`src/rtl/dm_bridge_pkg.sv`:
```
// Shared types and defaults for the data-memory bus bridge.
// Controller state encoding and the default abort limit live here.
package dm_bridge_pkg;

    typedef enum logic [1:0] {
        S_IDLE = 2'd0,
        S_BUSY = 2'd1,
        S_DONE = 2'd2
    } state_t;

    localparam int TIMEOUT_DEF = 15;
    localparam int CNT_W       = 8;

endpackage

```
`src/rtl/dm_bridge_wait_timer.sv`:
```
// Wait counter for an outstanding bus access.
// expired flags the cycle in which the count would reach TIMEOUT.
module wait_timer
    import dm_bridge_pkg::*;
#(
    parameter int TIMEOUT = TIMEOUT_DEF
) (
    input  logic clk,
    input  logic rst,
    input  logic clear,
    input  logic enable,
    output logic expired
);

    logic [CNT_W-1:0] r_cnt;
    logic             w_last;

    assign w_last  = (r_cnt == CNT_W'(TIMEOUT - 1));
    assign expired = enable && w_last;

    always_ff @(posedge clk) begin
        if (!rst) begin
            r_cnt <= '0;
        end else if (clear) begin
            r_cnt <= '0;
        end else if (enable && !w_last) begin
            r_cnt <= r_cnt + 1'b1;
        end
    end

endmodule

```
`src/rtl/dm_bridge.sv`:
```
// Bridges the core's single-cycle data-memory strobe onto a req/ack bus.
// One access in flight; reads that time out return zero and flag an error.
module dm_bridge
    import dm_bridge_pkg::*;
#(
    parameter int ADDR_W  = 12,
    parameter int DATA_W  = 32,
    parameter int TIMEOUT = TIMEOUT_DEF
) (
    input  logic              clk,
    input  logic              rst,
    input  logic              DM_enable,
    input  logic              DM_read,
    input  logic              DM_write,
    input  logic [ADDR_W-1:0] DM_address,
    input  logic [DATA_W-1:0] DM_in,
    output logic [DATA_W-1:0] DM_out,
    output logic              dm_stall,
    output logic              dm_error,
    output logic              bus_req,
    output logic              bus_we,
    output logic [ADDR_W-1:0] bus_addr,
    output logic [DATA_W-1:0] bus_wdata,
    input  logic              bus_ack,
    input  logic [DATA_W-1:0] bus_rdata
);

    state_t r_state;
    logic   w_valid;
    logic   w_conflict;
    logic   w_clear;
    logic   w_count_en;
    logic   w_expired;

    assign w_valid    = DM_enable && (DM_read ^ DM_write);
    assign w_conflict = DM_enable && DM_read && DM_write;
    // Holding the timer cleared while idle guarantees a fresh count on entry.
    assign w_clear    = (r_state == S_IDLE);
    assign w_count_en = (r_state == S_BUSY) && !bus_ack;

    assign dm_stall = (r_state == S_BUSY) ||
                      ((r_state == S_IDLE) && w_valid);

    wait_timer #(
        .TIMEOUT (TIMEOUT)
    ) u_timer (
        .clk     (clk),
        .rst     (rst),
        .clear   (w_clear),
        .enable  (w_count_en),
        .expired (w_expired)
    );

    always_ff @(posedge clk) begin
        if (!rst) begin
            r_state   <= S_IDLE;
            DM_out    <= '0;
            dm_error  <= 1'b0;
            bus_req   <= 1'b0;
            bus_we    <= 1'b0;
            bus_addr  <= '0;
            bus_wdata <= '0;
        end else begin
            unique case (r_state)
                S_IDLE: begin
                    if (w_valid) begin
                        bus_we    <= DM_write;
                        bus_addr  <= DM_address;
                        bus_wdata <= DM_in;
                        bus_req   <= 1'b1;
                        r_state   <= S_BUSY;
                    end else if (w_conflict) begin
                        dm_error <= 1'b1;
                    end
                end
                S_BUSY: begin
                    // Ack takes priority over a timeout landing on the same edge.
                    if (bus_ack) begin
                        bus_req <= 1'b0;
                        r_state <= S_DONE;
                        if (!bus_we) begin
                            DM_out <= bus_rdata;
                        end
                    end else if (w_expired) begin
                        bus_req  <= 1'b0;
                        dm_error <= 1'b1;
                        r_state  <= S_DONE;
                        if (!bus_we) begin
                            DM_out <= '0;
                        end
                    end
                end
                S_DONE: begin
                    r_state <= S_IDLE;
                end
                default: begin
                    r_state <= S_IDLE;
                end
            endcase
        end
    end

endmodule

```
`config.mk`:
```
export PLATFORM = sky130hd
export DESIGN_NAME = dm_bridge
export DESIGN_NICKNAME = d
export VERILOG_FILES = /design/src/rtl/dm_bridge_pkg.sv /design/src/rtl/dm_bridge_wait_timer.sv /design/src/rtl/dm_bridge.sv
export SDC_FILE = /design/constraint.sdc
export NUM_CORES = 1
export LEC_CHECK = 0
export CAP_MARGIN = 40
export CORE_ASPECT_RATIO = 1.2
export CORE_UTILIZATION = 36
export DETAILED_ROUTE_END_ITERATION = 10
export PLACE_DENSITY_LB_ADDON = 0.05
export REMOVE_ABC_BUFFERS = 1
export SKIP_LAST_GASP = 1
export SYNTH_ARGS = -nofsm -noshare
export SYNTH_HDL_FRONTEND = slang
export SYNTH_SLANG_ARGS = --single-unit
```
`constraint.sdc`:
```
create_clock -name clk -period 1.65 [get_ports clk]
set_input_delay 0.33 -clock clk [delete_from_list [all_inputs] [get_ports clk]]
set_output_delay 0.33 -clock clk [all_outputs]
set_load 0.02 [all_outputs]
```
==> run_results.csv, run 1 <==
group,metric,value,unit
run_status,run_status,"completed",
global_routing,antenna_found_initial,0,
pwr,comb_power_share,16.3,%
sta,rsz0062_at_grt,"true",
pwr,power_frac_clock,36.9,%
logic_synthesis,synth_cell_types,29,
final_layout,nets,653,
sta,min_period,1610,ps
floorplan,dieArea,9990,µm²
drt,wl_per_cell,13.7,µm
pwr,cellPowerDensity,868,nW/µm²
logic_synthesis,synth_cells,402,
drt,dr.first_iter.drc_count,96,
sta,setup_viol,0,
logic_synthesis,synth-xor-area-share,1.27,%
pwr,p_int,3.69,mW
drt,via_count,3296,
floorplan,rows,38,
critical_path,cp_slowest_cell,"clkdlybuf4s50_1",
pwr,peakVddDrop,0.000462,V
job,max-cap-violations,0,
floorplan,start_util,37.6,%
critical_path,crit_type,"reg -> out",
logic_synthesis,synth_area,3450,µm²
critical_path,crit_path_cell_trace,"clkdlybuf4s50_1",
drt,totalWireLength,9.54,mm
pwr,power_frac_seq,46.8,%
critical_path,critPathRequiredTime,1320,ps
sta,drv_slew,0,
pwr,switching_share,24.2,%
logic_synthesis,synth_compound_area_share,24.5,%
clock_tree,cts_tree,"built",
clock_tree,root_buffer,"clkbuf_8",
clock_tree,numClockSinks,89,
clock_tree,clk_latency,350,ps
clock_tree,clockBufferDepth,2,
critical_path,arrival,1280,ps
final_layout,area_growth,62.5,%
drt,drc,0,
final_layout,final_area,5610,µm²
logic_synthesis,synth_top_family_by_area,"compound AO/OA/AOI/OAI gates",
logic_synthesis,ys_seq_elements,89,
critical_path,end_kind,"output pin",
logic_synthesis,avgSynthCellArea,8.59,µm²
logic_synthesis,synthAdderAreaFrac,0.725,%
placed_design,dp.cells,676,
sta,skew,6.14,ps
floorplan,coreArea,9180,µm²
drt,drt_pre_antenna_iters,4,
clock_tree,clk_pin_slew,90,ps
logic_synthesis,yosys.area_share.simple,18.2,%
sta,final_hold_viol_count,0,
placed_design,gp_congestion,0.782,
critical_path,cp_num_buf_inv,1,
sta,worstMarginPinSlew,313,ps
logic_synthesis,synthArstFlopShare,0,%
critical_path,cp_max_fo,2,
clock_tree,htree_levels,3,
drt,via_per_inst,4.75,
final_layout,finalNonFillerCells,694,
logic_synthesis,yosysWarnings,0,
logic_synthesis,ys_seq_area_share,51.6,%
global_routing,grt_max_degree,49,
drt,postRouteAntennaNets,0,
sta,fmax,619,MHz
floorplan,die_w,91.4,µm
placed_design,io_buffer_count,161,
pwr,p_leak,2.76,nW
final_layout,n_fill_cell,807,
critical_path,cp_slowest_stage_delay,600,ps
worst_hold_path,hp-class,"in -> reg",
global_routing,grt_usage,19.4,%
floorplan,die_h,109,µm
placed_design,hpwl,6.49,mm
critical_path,critPathTopFamily,"buffers and inverters",
logic_synthesis,synth_ff_type,"dfxtp_1",
placed_design,dpl_cell_area,5290,µm²
floorplan,ioPinCount,162,
global_routing,grt.overflow.total,0,
sta,finalCritPeriodShare,97.8,%
global_routing,grt_pass1_wl,15.3,mm
logic_synthesis,synthMuxAreaShare,0,%
final_layout,diodes,0,
pwr,switchingPower,1.18,mW
sta,relSlewSlack,78.9,%
clock_tree,numCtsBuffers,9,
logic_synthesis,synth_enable_flop_cells,0,
critical_path,crit_path_start_kind,"flip-flop",
final_layout,drive_gt1_share,8.01,%
global_routing,grt_pass1_vias,3167,
pwr,p_total,4.87,mW
==> Yosys cell counts, types with 3 or more instances <==
master,instances,share of area (%)
nand2_1,124,13
dfxtp_1,89,52
a21boi_0,69,15
o21ai_0,35,5.1
clkbuf_1,19,2.1
a21boi_1,11,2.4
nor2_1,8,0.87
a21oi_1,6,0.87
buf_2,5,0.72
and3_1,4,0.72
nand4_1,4,0.72
xor2_1,4,1.0
buf_4,3,0.65
==> worst paths after layout <==
kind | startpoint | end | slack, ps | depth (start not counted)
max | DM_out[9]$_SDFFE_PN0P_ | DM_out[9] | 40 | 1
min | rst | bus_wdata[0]$_SDFFE_PN0P_ | 320 | 2
max reg2reg | u_timer.r_cnt[0]$_SDFFE_PP0P_ | u_timer.r_cnt[3]$_SDFFE_PP0P_ | 90 | 6
min reg2reg | bus_addr[8]$_SDFFE_PN0P_ | bus_addr[8]$_SDFFE_PN0P_ | 460 | 2
==> sequential cells by signal, indices dropped and copies added (netlist names) <==
signal / count
dm_error: 1
bus_wdata: 32
u_timer.r_cnt: 8
r_state: 2
bus_we: 1
bus_addr: 12
bus_req: 1
DM_out: 32
==> cells by family (layout without fill, tap and decap cells) <==
logic type               count (synthesis)  after routing
AND/OR/NAND/NOR                        151            151
buffers and inverters                   29            201
XOR/XNOR                                 5              5
adder cells (fa/ha/maj)                  2              2
flip-flops                              89             89
AO/OA/AOI/OAI                          126            126
==> routing by layer <==
metal / global-route usage (%) / part of all wire, % / wire (µm) / vias to the layer above
met1: 22.9 / 43 / 4120 / 1490
met2: 33.1 / 49 / 4670 / 109
met5: 0 / 0 / 0 / -
met3: 4.04 / 6.0 / 571 / 13
met4: 10.4 / 1.9 / 178 / 0
li1: - / - / - / 1684
==> power by group through the flow <==
stage / Combinational [mW] / Clock (mW) / Sequential (mW)
6_report: 0.792 / 1.80 / 2.28
5_1_grt: 0.862 / 1.94 / 2.30
4_1_cts: 0.800 / 1.86 / 2.28
3_5_place_dp: 0.836 / 0 / 2.34
3_3_place_gp: 0.833 / 0 / 2.33
2_1_floorplan: 0.199 / 0 / 2.45
==> repair_timing <==
action	CTS	global route
cloned	0	1
endpoints found under the setup margin	46	53
endpoints found under the hold margin	0	0
pin swaps	1	1
hold buffers	0	0
buffers inserted	0	1
resized for setup	53	46
==> layout by cell type, fill, tap and decap left out, types with 2 or more instances in the layout <==
master,count
a21oi_1,5
a21boi_0,66
nand2_1,124
dlygate4sd2_1,47
buf_4,17
o21ai_0,34
dfxtp_2,2
or3_1,2
xor2_1,3
dlymetal6s2s_1,33
buf_12,4
nand4_1,4
bufinv_16,3
dfxtp_1,87
nand3_1,2
and3_1,4
a21boi_1,14
nor2_1,8
clkdlybuf4s50_1,79
o21ai_1,2
ha_1,2
clkbuf_8,10
inv_1,2
==> layout make-up <==
cell class / instances / area [µm²] / area share [%]
clock buffers: 11 / 141 / 2.52
clock inverters: 5 / 103 / 1.83
inverters: 2 / 7.51 / 0.134
multi-input cells: 284 / 1570 / 28.0
flip-flops and latches: 89 / 1780 / 31.8
well taps: 120 / 150 / 2.68
repair buffers: 183 / 1850 / 33.1
==> metrics by stage <==
step,hold slack (ps),setup WS [ps],setup TNS (ps),util (%)
after floorplan,444,-510,-22420,-
after global placement,447,-644,-13750,57.7
after detailed placement,455,-610,-14060,57.7
after CTS,310,0.223,0,59.8
after global routing,317,-27.4,-42.2,61.1
final,323,35.7,0,61.1
Note: power is estimated with default switching activity, not from simulation.
==> inputs of run 2 (changes only) <==
- SYNTH_HIERARCHICAL: not set -> 1
- clock period: 1.65 -> 1.9 ns (I/O delays scaled with it)
==> run_results.csv, run 2 <==
group,metric,value,unit
run_status,run_status,"complete, but fails checks",
run_status,violations,"setup timing",
critical_path,crit_path_cell_trace,"inv_2 -> ha_4 -> or4b_4 -> nor2_4 -> and4_4 -> nor2_4 -> nor3_4 -> buf_12 -> buf_16 -> mux2i_1",
final_layout,diodes,0,
critical_path,rrSetupSlack,-230,ps
logic_synthesis,synthAdderAreaFrac,0.671,%
logic_synthesis,synth_cell_types,38,
clock_tree,clockBufferDepth,2,
final_layout,nets,664,
clock_tree,htree_levels,3,
critical_path,critPathTopFamily,"simple AND/OR/NAND/NOR gates",
logic_synthesis,synth_compound_area_share,3.72,%
sta,finalSetupTns,-6740,ps
final_layout,final_common_cell,"clkdlybuf4s50_1",
sta,setup_viol,34,
critical_path,worst_r2r_path_depth,10,
logic_synthesis,ys_seq_elements,89,
sta,relSlewSlack,61.7,%
logic_synthesis,yosysWarnings,6,
drt,wl_met2,4.76,mm
job,max-cap-violations,0,
sta,rsz0062_at_grt,"true",
final_layout,final_cell_mix,"clkdlybuf4s50_1, nand2_1, dfxtp_1",
sta,fmax,469,MHz
clock_tree,cts_tree,"built",
worst_hold_path,min_to,"bus_req$_SDFFE_PN0P_",
drt,wl_met1,4.01,mm
floorplan,coreArea,10100,µm²
worst_hold_path,hold_depth,2,
logic_synthesis,synthArstFlopShare,0,%
logic_synthesis,synth_top_area_cell,"dfxtp_1",
critical_path,cp_num_buf_inv,3,
pwr,peakVddDrop,0.000507,V
sta,skew,6.56,ps
clock_tree,numClockSinks,89,
global_routing,antenna_found_initial,0,
drt,wl_per_cell,13.9,µm
logic_synthesis,yosys.area_share.simple,21.5,%
floorplan,start_util,37.1,%
final_layout,final_area,6010,µm²
floorplan,die_w,94.9,µm
drt,drc,0,
final_layout,area_growth,61.2,%
logic_synthesis,synth-xor-area-share,0.235,%
sta,min_period,2130,ps
placed_design,io_buffer_count,161,
logic_synthesis,avgSynthCellArea,9.19,µm²
sta,finalCritPeriodShare,112,%
sta,worstMarginPinSlew,574,ps
final_layout,n_fill_cell,907,
global_routing,grt.overflow.total,0,
floorplan,die_h,114,µm
critical_path,critPathRequiredTime,2160,ps
pwr,cellPowerDensity,747,nW/µm²
critical_path,cp_slowest_cell,"or4b_4",
global_routing,grt_pass1_vias,3397,
final_layout,fin_util,59.8,%
critical_path,cp_slowest_stage_delay,480,ps
global_routing,grt_pass1_wl,15.6,mm
logic_synthesis,synth_top_family_by_area,"simple AND/OR/NAND/NOR gates",
drt,postRouteAntennaNets,0,
pwr,p_total,4.49,mW
logic_synthesis,synthTopCellsByArea,"dfxtp_1, mux2i_1, nand2_1",
placed_design,dpl_cell_area,5540,µm²
logic_synthesis,synthMuxAreaShare,20.9,%
logic_synthesis,yosysMostFrequentCell,"nand2_1",
floorplan,ioPinCount,162,
global_routing,grt_usage,18.8,%
final_layout,reg_top3,"DM_out (32), bus_wdata (32), bus_addr (12)",
floorplan,dieArea,10800,µm²
logic_synthesis,synth_ff_type,"dfxtp_1",
drt,drt_pre_antenna_iters,4,
critical_path,crit_type,"reg -> reg",
logic_synthesis,synth_area,3730,µm²
sta,drv_slew,0,
logic_synthesis,synth_cells,406,
critical_path,cp_max_fo,8,
logic_synthesis,synth_enable_flop_cells,0,
clock_tree,clk_pin_slew,60,ps
worst_hold_path,min-delay-start,"rst",
clock_tree,numCtsBuffers,9,
drt,wl_met3,850,µm
sta,final.setup.worst_slack,-230,ps
critical_path,crit_path_start_kind,"flip-flop",
clock_tree,root_buffer,"clkbuf_16",
critical_path,cpMostUsedCell,"nor2_4",
critical_path,end_kind,"flip-flop",
sta,final_hold_viol_count,0,
pwr,p_leak,2.23,nW
critical_path,crit_cells,10,
drt,via_per_inst,4.75,
placed_design,hpwl,6.59,mm
critical_path,worstReg2RegEnd,"DM_out[0]$_SDFFE_PN0P_",
drt,highest_layer,"met4",
drt,via_count,3370,
critical_path,arrival,2390,ps
final_layout,drive_gt1_share,11.1,%
clock_tree,clk_latency,340,ps
global_routing,grt_max_degree,65,
logic_synthesis,ys_seq_area_share,47.8,%
logic_synthesis,synth_common_cells,"nand2_1, dfxtp_1, mux2i_1, nand3_1, clkbuf_1",
sta,hold-worst-slack,423,ps
logic_synthesis,synth_top_cell_area_share,47.8,%
worst_hold_path,hp-class,"in -> reg",
drt,totalWireLength,9.83,mm
drt,dr.first_iter.drc_count,64,
placed_design,gp_congestion,0.758,
critical_path,r2r-start,"u_timer/r_cnt[0]$_SDFFE_PP0P_",
floorplan,rows,40,
[run 2: changes by cell type in the layout (fill, tap and decap cells not counted), sizes merged, moves of 32 or more]
cell and delta:
mux2i +78, dlymetal6s2s -32, clkdlybuf4s50 +79, dlygate4sd2 -47
o21ai -34, a21boi -80
[run 2: worst register-to-register path: cells and delay by family, from the launching register on]
kind          cells  cell delay [ps]
fa+ha+maj         1              130
buf+inv           3              400
flops             1              320
mux               1              200
simple gates      5             1040
[run 2: timing repair]
action                                 in CTS  in global routing
resized for setup                          14                  8
cloned                                      2                  1
endpoints found under the hold margin       0                  0
pin swaps                                   1                  2
setup endpoints to repair                  35                 81
hold buffers                                0                  0
setup buffers                               4                  3
[run 2: stage by stage]
stage | setup WS [ps] | std cells
2_1_floorplan | -956 | 374
3_3_place_gp | -371 | 686
3_5_place_dp | -386 | 686
4_1_cts | -270 | 706
5_1_grt | -322 | 709
6_report | -230 | 709
[run 2: layout make-up]
class                      instances  area, µm²  area share (%)
sequential                        89       1780            29.7
timing repair buffer             195       1980            33.0
inverter                           2       7.51           0.125
tap                              126        158            2.62
clock buffer                      10        239            3.98
clock inverter                     4       45.0           0.749
multi-input combinational        283       1790            29.9
[run 2: how the worst max path moves through the flow]
stage / slack [ps] / to / from
floorplan: -960 / dm_stall / DM_read
global placement: -370 / dm_stall / DM_write
detailed placement: -390 / dm_stall / DM_write
CTS: -270 / DM_out[15]$_SDFFE_PN0P_ / u_timer/r_cnt[0]$_SDFFE_PP0P_
global route: -320 / DM_out[26]$_SDFFE_PN0P_ / u_timer/r_cnt[0]$_SDFFE_PP0P_
finish: -230 / DM_out[0]$_SDFFE_PN0P_ / u_timer/r_cnt[0]$_SDFFE_PP0P_
[run 2: cell families after synthesis]
family	Yosys count
XOR/XNOR	1
flip-flops	89
AO/OA/AOI/OAI	19
adder cells (fa/ha/maj)	2
buffers and inverters	34
AND/OR/NAND/NOR	183
multiplexers	78
[run 2: report_power, final]
group / internal [mW] / switching, mW
combinational: 0.424 / 0.346
clock: 1.03 / 0.699
sequential: 1.95 / 0.0420
total: 3.40 / 1.09
[run 2: layer usage]
layer  GRT usage [%]  vias to the layer above
li1                -                     1710
met1            19.9                     1537
met2            32.4                      108
met3            7.87                       15
met4            7.88                        0
met5               0                        -
